File: src/rtl/display_share_arbiter.sv
// Round-robin owner of the shared seven-segment display path (ID entry, live score, stored scores).
// Enforces a minimum hold per owner, honours a process-control lock, and blanks the display when idle.
module display_share_arbiter #(
    parameter int          HOLD_CYCLES = 50000000,
    parameter logic [31:0] BLANK_VALUE = 32'hFFFFFFFF
) (
    input  logic        clk,
    input  logic        rst,
    input  logic [2:0]  req,
    input  logic [31:0] data0,
    input  logic [31:0] data1,
    input  logic [31:0] data2,
    input  logic        lock,
    output logic [2:0]  gnt,
    output logic [1:0]  owner,
    output logic [31:0] disp_data,
    output logic        disp_valid
);
    // state | meaning
    // IDLE  | nobody owns the display, blank value driven
    // OWN   | owner holds the display, data tracks its source every cycle
    typedef enum logic {IDLE, OWN} state_t;

    localparam int          CW   = $clog2(HOLD_CYCLES);
    localparam logic [CW-1:0] HMAX = CW'(HOLD_CYCLES - 1);

    state_t        state, state_n;
    logic [CW-1:0] hold_cnt, hold_n;
    logic [1:0]    rr_ptr, rr_n;
    logic [2:0]    gnt_n;
    logic [1:0]    owner_n;
    logic [31:0]   data_n;
    logic          valid_n;

    logic [2:0]    cand;
    logic [1:0]    p0, p1, p2, win;
    logic          found;

    function automatic logic [1:0] next_idx(input logic [1:0] i);
        return (i == 2'd2) ? 2'd0 : i + 2'd1;
    endfunction

    function automatic logic [31:0] sel_data(input logic [1:0] i, input logic [31:0] d0,
                                             input logic [31:0] d1, input logic [31:0] d2);
        case (i)
            2'd0:    return d0;
            2'd1:    return d1;
            default: return d2;
        endcase
    endfunction

    always_comb begin
        state_n = state;
        gnt_n   = gnt;
        owner_n = owner;
        data_n  = disp_data;
        valid_n = disp_valid;
        hold_n  = hold_cnt;
        rr_n    = rr_ptr;

        // The current owner never competes against itself in the search.
        cand  = (state == OWN) ? (req & ~gnt) : req;
        p0    = rr_ptr;
        p1    = next_idx(p0);
        p2    = next_idx(p1);
        found = 1'b1;
        if (cand[p0])      win = p0;
        else if (cand[p1]) win = p1;
        else if (cand[p2]) win = p2;
        else begin
            win   = 2'd0;
            found = 1'b0;
        end

        case (state)
            IDLE: begin
                if (found) begin
                    state_n = OWN;
                    gnt_n   = 3'b001 << win;
                    owner_n = win;
                    data_n  = sel_data(win, data0, data1, data2);
                    valid_n = 1'b1;
                    hold_n  = '0;
                    rr_n    = next_idx(win);
                end
            end
            OWN: begin
                if (!req[owner] || (!lock && hold_cnt == HMAX && found)) begin
                    if (found) begin
                        gnt_n   = 3'b001 << win;
                        owner_n = win;
                        data_n  = sel_data(win, data0, data1, data2);
                        hold_n  = '0;
                        rr_n    = next_idx(win);
                    end else begin
                        state_n = IDLE;
                        gnt_n   = 3'b000;
                        owner_n = 2'b11;
                        data_n  = BLANK_VALUE;
                        valid_n = 1'b0;
                        hold_n  = '0;
                    end
                end else begin
                    data_n = sel_data(owner, data0, data1, data2);
                    if (!lock && hold_cnt != HMAX)
                        hold_n = hold_cnt + 1'b1;
                end
            end
            default: state_n = IDLE;
        endcase
    end

    always_ff @(posedge clk) begin
        if (rst) begin
            state      <= IDLE;
            gnt        <= 3'b000;
            owner      <= 2'b11;
            disp_data  <= BLANK_VALUE;
            disp_valid <= 1'b0;
            hold_cnt   <= '0;
            rr_ptr     <= 2'd0;
        end else begin
            state      <= state_n;
            gnt        <= gnt_n;
            owner      <= owner_n;
            disp_data  <= data_n;
            disp_valid <= valid_n;
            hold_cnt   <= hold_n;
            rr_ptr     <= rr_n;
        end
    end
endmodule

File: config.mk
export PLATFORM = sky130hd
export DESIGN_NAME = display_share_arbiter
export DESIGN_NICKNAME = d
export VERILOG_FILES = /design/src/rtl/display_share_arbiter.sv
export SDC_FILE = /design/constraint.sdc
export NUM_CORES = 1
export LEC_CHECK = 0
export CORE_MARGIN = 5
export CORE_UTILIZATION = 47
export DETAILED_ROUTE_END_ITERATION = 10
export PLACE_DENSITY = 0.81
export SYNTH_ARGS = -nofsm -noshare
export SYNTH_HDL_FRONTEND = slang
export SYNTH_SLANG_ARGS = --single-unit
File: constraint.sdc
create_clock -name clk -period 3.27 [get_ports clk]
set_clock_uncertainty 0.05 [all_clocks]
set_input_delay 0.654 -clock clk [delete_from_list [all_inputs] [get_ports clk]]
set_output_delay 0.654 -clock clk [all_outputs]
set_load 0.1 [all_outputs]
# ---- Yosys cells after proc, flatten, opt, wreduce, memory -nomap -nowiden
# Index checks and enable logic that the tools add are counted.
dict set report classes {
  n_addsub 4
  magnitude_cmp 4
  n_eq_ne 11
  shift 1
  muxes 46
  bitwise_logic 3
  n_reduce_logical 11
}
# operator n
set ops {}
lappend ops {{$pmux 32 s2} 3}
lappend ops {{$mux 32} 3}
lappend ops {{$mux 26} 3}
lappend ops {{$pmux 26 s2} 1}
lappend ops {{$add 26x1->26 const B} 1}
lappend ops {{$eq 26x26->1 const B} 1}
lappend ops {{$ne 26x26->1 const B} 1}
lappend ops {{$mux 2} 11}
lappend ops {{$lt 2x3->1 const B} 4}
lappend ops {{$mux 1} 12}
lappend ops {{$mux 3} 4}
lappend ops {{$bmux 1 s2} 4}
lappend ops {{$pmux 2 s2} 2}
lappend ops {{$add 2x1->2 const B} 3}
lappend ops {{$eq 2x2->1 const B} 3}
lappend ops {{$pmux 3 s2} 1}
lappend ops {{$eq 2x1->1 const B} 2}
lappend ops {{$logic_not 2->1} 2}
lappend ops {{$ne 2x2->1 const B} 2}
lappend ops {{$pmux 1 s2} 2}
lappend ops {{$reduce_and 2->1} 2}
lappend ops {{$and 3x3->3} 1}
lappend ops {{$logic_and 1x1->1} 3}
lappend ops {{$ne 3x1->1 const B} 1}
lappend ops {{7 further kinds} 8}
dict set report word_totals {
  regBits 67
  in_bits 102
  out_inout_bits 38
  word_cells 87
}

# ---- Depth between registers and ports, before layout
dict set report depth {
  ltp_word 14
  ltp_mapped 11
}

# ---- Worst setup path after synthesis
# No wires, ideal clock.
dict set report synth_timing {
  kind {register -> register}
  start {reg gnt[2]}
  end {reg hold_cnt[21]}
  setup_time_ns 0.060
  arrival_ns 3.354
  setup_slack_ns -0.194
  stages_incl_launch_ff 9
  n_path_buf 1
  synth_period_minus_slack_ns 3.464
  cell_sequence {dfxtp_1 -> a21boi_1 -> a222oi_1 -> ha_1 -> clkbuf_1 -> a21oi_1 -> or3_4 -> or4_1 -> nand2_1}
}
dict set report synth_via {
  elab_chain_len 12
  word_cells_on_any_way 19
  cone_classes {eq/ne: 2; mux: 12; bitwise: 2; reduce/logical: 3}
}
# item line_no
set synth_rtl {}
lappend synth_rtl {{start, declared} 14} ;# output logic [2:0] gnt,
lappend synth_rtl {{start signal, assigned} 124} ;# gnt <= gnt_n;
lappend synth_rtl {{$not 3->3 *} 62} ;# cand = (state == OWN) ? (req & ~gnt) : req;
lappend synth_rtl {{$and 3x3->3 *} 62}
lappend synth_rtl {{$mux 3 *} 62}
lappend synth_rtl {{$bmux 1 s2} 69} ;# else if (cand[p2]) win = p2;
lappend synth_rtl {{$mux 1 (implied by the code)} 69}
lappend synth_rtl {{$mux 1} 69}
lappend synth_rtl {{$mux 1} 68} ;# else if (cand[p1]) win = p1;
lappend synth_rtl {{$mux 1 *} 67} ;# if (cand[p0]) win = p0;
lappend synth_rtl {{$logic_and 1x1->1} 88} ;# if (!req[owner] || (!lock && hold_cnt == HMAX && found)) begin
lappend synth_rtl {{$logic_or 1x1->1} 88}
lappend synth_rtl {{$mux 26 or $ne 3x1->1 (tied branches)} n/a}
lappend synth_rtl {{$pmux 26 s2 or $reduce_and 2->1 (tied branches)} n/a}
lappend synth_rtl {{end signal, assigned} 128} ;# hold_cnt <= hold_n;
lappend synth_rtl {{end, declared} 28} ;# logic [CW-1:0] hold_cnt, hold_n;
# Mark *: on every way between the ends. The rest lies on a longest branch, timed or not. The select of a mux whose other input is x is not followed.
# A chain may end at the register's enable or synchronous reset.

# ---- Worst setup path in the final report
dict set report layout_timing {
  start {in req[2]}
  end {reg disp_data[19]}
}
dict set report layout_via {
  elab_chain_len 12
  word_cells_on_any_way 27
  cone_classes {eq/ne: 2; mux: 20; bitwise: 1; reduce/logical: 4}
}
# item line_no
set layout_rtl {}
lappend layout_rtl {{start, declared} 9} ;# input logic [2:0] req,
lappend layout_rtl {{$and 3x3->3} 62}
lappend layout_rtl {{$mux 3} 62}
lappend layout_rtl {{$bmux 1 s2} 69}
lappend layout_rtl {{$mux 1 (implied by the code)} 69}
lappend layout_rtl {{$mux 2} 69}
lappend layout_rtl {{$mux 2} 68}
lappend layout_rtl {{$mux 2} 67}
lappend layout_rtl {{$eq 2x1->1 or $logic_not 2->1 (tied branches)} 45} ;# case (i)
lappend layout_rtl {{$pmux 32 s2} 45}
lappend layout_rtl {{$mux 32} 89} ;# if (found) begin
lappend layout_rtl {{$mux 32} 88}
lappend layout_rtl {{$pmux 32 s2} 75} ;# case (state)
lappend layout_rtl {{end signal, assigned} 126} ;# disp_data <= data_n;
lappend layout_rtl {{end, declared} 16} ;# output logic [31:0] disp_data,
# Several ways; a longest one is shown, not always the timed one. The select of a mux whose other input is x is not followed.

==> impl.org <==
** Run status
- The run finished with clean final reports.

** Critical path
- Highest fanout seen on the critical path :: 18
- Crit. End Element :: register
- STA puts the critical path data arrival time at 3050 ps.
- STA puts the critical path data required time at 3420 ps.
- For the worst flop-to-flop path, the logic depth is 7.
- Type of the worst setup path :: primary input to register
- Startpoint kind of the worst setup timing path :: primary input

** Placement
- Number of input and output port buffers inserted :: 139
- Routability cong. :: 0.8628
- Detailed placement finished with a half-perimeter wire length of 10820 um.

** Clock tree
- TritonCTS built the clock tree.
- CTS placed an instance of sky130_fd_sc_hd__clkbuf_8 at the clock tree root.
- Clock-pin slew on the worst setup and hold paths :: roughly 70 ps
- The H-tree was split into 3 levels.
- Clock tree synthesis found a total of 67 sinks.
- Clock latency at the later pin of the worst-skew pair :: 340 ps
- Post-CTS repair changed the size of 0 cells.
- Hold buffers post-CTS :: 0
- CTS Buffer Depth :: 2
- After clock tree synthesis, the setup repair step added 0 buffers.
- Number of CTS-inserted buffers :: 9

** Drt
- Via density per instance :: between 6 and 7
- Once detail routing completed, the nets flagged for antenna violations numbered 0.
- Drt initial violations :: 330
- For this block, the routed nets add up to 15020 um of wire.
- After detailed routing, the number of remaining DRC violations is 0.
- Via count of the routed design :: approximately 5000
- Average detailed-routed wire length per instance :: 19.69 um
- Initial DRT Pass Iterations :: 5

** Logic synthesis
- Gate count of the mapped netlist :: 518
- Count of flip-flops with a built-in enable after synthesis :: 0
- Synthesis produced a netlist with a net count of 622.
- In the post-synthesis netlist, the cell with the most instances is sky130_fd_sc_hd__dfxtp_1.
- Top FF cell, synth :: sky130_fd_sc_hd__dfxtp_1
- The synthesized design devotes to its leading area cell type 30.60% of total area.
- Post-synth top area cell :: sky130_fd_sc_hd__dfxtp_1
- By count the netlist is led by 67 x sky130_fd_sc_hd__dfxtp_1, 62 x sky130_fd_sc_hd__nor2_1, 39 x sky130_fd_sc_hd__mux2i_1.
- After synthesis, flip-flops and latches occupy a little under a third of the total area.
- Counting flops with an async set or reset pin after synthesis yields a share of 0%.
- In this run, synthesis produced a sequential element count of 67.
- The mapped netlist covers 4383 um^2.
- YS warnings :: 0
- The synthesized netlist contains 59 unique library cells.
- Post-Syn Area per Cell :: between 8 and 9 um^2
- Synth area leaders :: sky130_fd_sc_hd__dfxtp_1 31%, sky130_fd_sc_hd__mux2i_1 8.9%, sky130_fd_sc_hd__a211oi_1 5.7%

** Pwr
- Tot Pwr :: 0.003039 W
- Power per cell area :: 502.8 nW/um^2
- IR analysis of the VDD net gives a maximum drop of about 0.00034 V.
- In this run the static leakage power is 2.265 nW.

** Layout
- The layout has 765 filler cells.
- Share of post-route cells with drive strength above 1 :: 17.02%
- Total number of nets in the final design :: 755
- From synthesis to final layout, the design area changed by 37.88%.
- Cells fill 66.03% of the core in the end.
- N_diodes :: 0

** Timing
- Setup violations remaining at the end of the flow were counted as 0.
- The worst path needs 2896 ps of the cycle, external delays included.
- Of the available clock period, the critical path in the final layout requires 88.57%.
- Worst relative slew slack :: a little under three fifths
- Achievable frequency :: 345.3 MHz
- Actual slew at the worst max-slew pin :: 633.5 ps
- After routing, the total negative slack on setup checks comes to 0 ps.
- The final hold violation count was 0.
- The count of pins over their slew limit came to 0.
- Setup repair after global routing missed its margin :: false

** Global route
- Number of global-route vias before repair :: 5018
- Global-route wire length before repair :: around 24000 um
- After global routing the overflow that remains totals 0.
- Entering global routing, the biggest net connects 46 pins.
- Initial antenna violation count :: 0
- Overall routing resource usage :: between 20% and 30%

** Floorplan
- The floorplan has 35 rows.
- Die outline width :: around 110 um
- Pin placement for this block handled 140 I/O pins.
- Die outline height :: approximately 110 um
- Starting utilization of the core area :: roughly 48%
- The core region is about 9000 um^2.
- Total Die Area :: 11360 um^2

** Flow run
- Max-cap violations in this run came to 0.

** Hold path
- Hold path cells :: 2
- The tightest min-delay check is of the register to register type.
-- path summary, 6_finish.rpt --
path / slack (ps) / from / endpoint
setup / recovery: 370 / req[2] / disp_data[19]$_SDFFE_PP1P_
hold / removal: 450 / disp_data[20]$_SDFFE_PP1P_ / disp_data[20]$_SDFFE_PP1P_
setup reg to reg: 570 / state$_SDFF_PP0_ / hold_cnt[21]$_SDFFE_PP0P_
hold reg to reg: 450 / disp_data[20]$_SDFFE_PP1P_ / disp_data[20]$_SDFFE_PP1P_
-- stage by stage --
step           cells  worst slack [ps]  hold WS, ps  cell area [um^2]
2_1_floorplan    518             152.5        405.4              4387
3_3_place_gp     751             137.0        421.9              5907
3_5_place_dp     751             83.93        442.9              5907
4_1_cts          763             410.0        454.4              6043
5_1_grt          763             265.4        473.5              6043
6_report         763             373.7        453.1              6043
-- worst max-delay path: stages --
cell                              delay (ps)
sky130_fd_sc_hd__clkdlybuf4s50_1         480
sky130_fd_sc_hd__a21boi_1                210
sky130_fd_sc_hd__a222oi_1                150
sky130_fd_sc_hd__ha_1                    300
sky130_fd_sc_hd__or2_2                   440
sky130_fd_sc_hd__buf_12                  190
sky130_fd_sc_hd__a2111oi_0               530
sky130_fd_sc_hd__a211oi_1                 90
-- report_power, final --
part	internal, W	switching (W)	total (W)
logic	0.000482	0.00102	0.00150
clock network	0.000258	0.000302	0.000560
registers	0.000906	0.0000708	0.000977
-- sequential cells by signal, summed over array words and instances (netlist names) --
signal,flops
hold_cnt,26
disp_data,32
p0,2
owner,2
state,1
disp_valid,1
gnt,3
-- cell usage in the layout, fill, tap and decap left out, types with 9 or more instances in the layout --
cell type / n
sky130_fd_sc_hd__a221o_1: 10
sky130_fd_sc_hd__clkbuf_8: 9
sky130_fd_sc_hd__buf_4: 59
sky130_fd_sc_hd__nand2_1: 22
sky130_fd_sc_hd__a21oi_1: 28
sky130_fd_sc_hd__o21ai_0: 10
sky130_fd_sc_hd__a211oi_1: 33
sky130_fd_sc_hd__a22oi_1: 12
sky130_fd_sc_hd__mux2i_1: 39
sky130_fd_sc_hd__clkdlybuf4s50_1: 101
sky130_fd_sc_hd__a2111oi_0: 21
sky130_fd_sc_hd__dfxtp_1: 62
sky130_fd_sc_hd__mux2_2: 21
sky130_fd_sc_hd__a221oi_1: 10
sky130_fd_sc_hd__nand3_1: 17
sky130_fd_sc_hd__nor2_1: 61
sky130_fd_sc_hd__a22o_1: 24
-- cells by family after synthesis --
logic type      after synthesis  share of synthesized area, %
flops                        67                         30.60
fa+ha+maj                     2                        0.5708
compound gates              183                         31.80
buf+inv                      48                         4.482
mux                          60                         14.30
xor+xnor                      3                        0.5996
simple gates                155                         17.64
-- per-layer routing --
| layer | global-route usage (%) | vias to the layer above | routed length [um] | part of all wire (%) |
|---|---|---|---|---|
| met5 | 0 | - | 0 | 0 |
| li1 | - | 2312 | - | - |
| met4 | 11.96 | 0 | 508 | 3.4 |
| met1 | 32.37 | 2370 | 6071 | 40 |
| met2 | 43.93 | 263 | 7389 | 49 |
| met3 | 4.455 | 44 | 1051 | 7.0 |
-- area by class of cell --
class                           count  area (um^2)  area share [%]
Multi-Input combinational cell    403         2864           47.39
Clock inverter                      1        5.005         0.08282
Timing Repair Buffer              164         1534           25.38
Sequential cell                    67         1348           22.30
Tap cell                          111        138.9           2.298
Inverter                            6        22.52          0.3727
Clock buffer                       11        131.4           2.174
(Power assumes the default switching activity.)
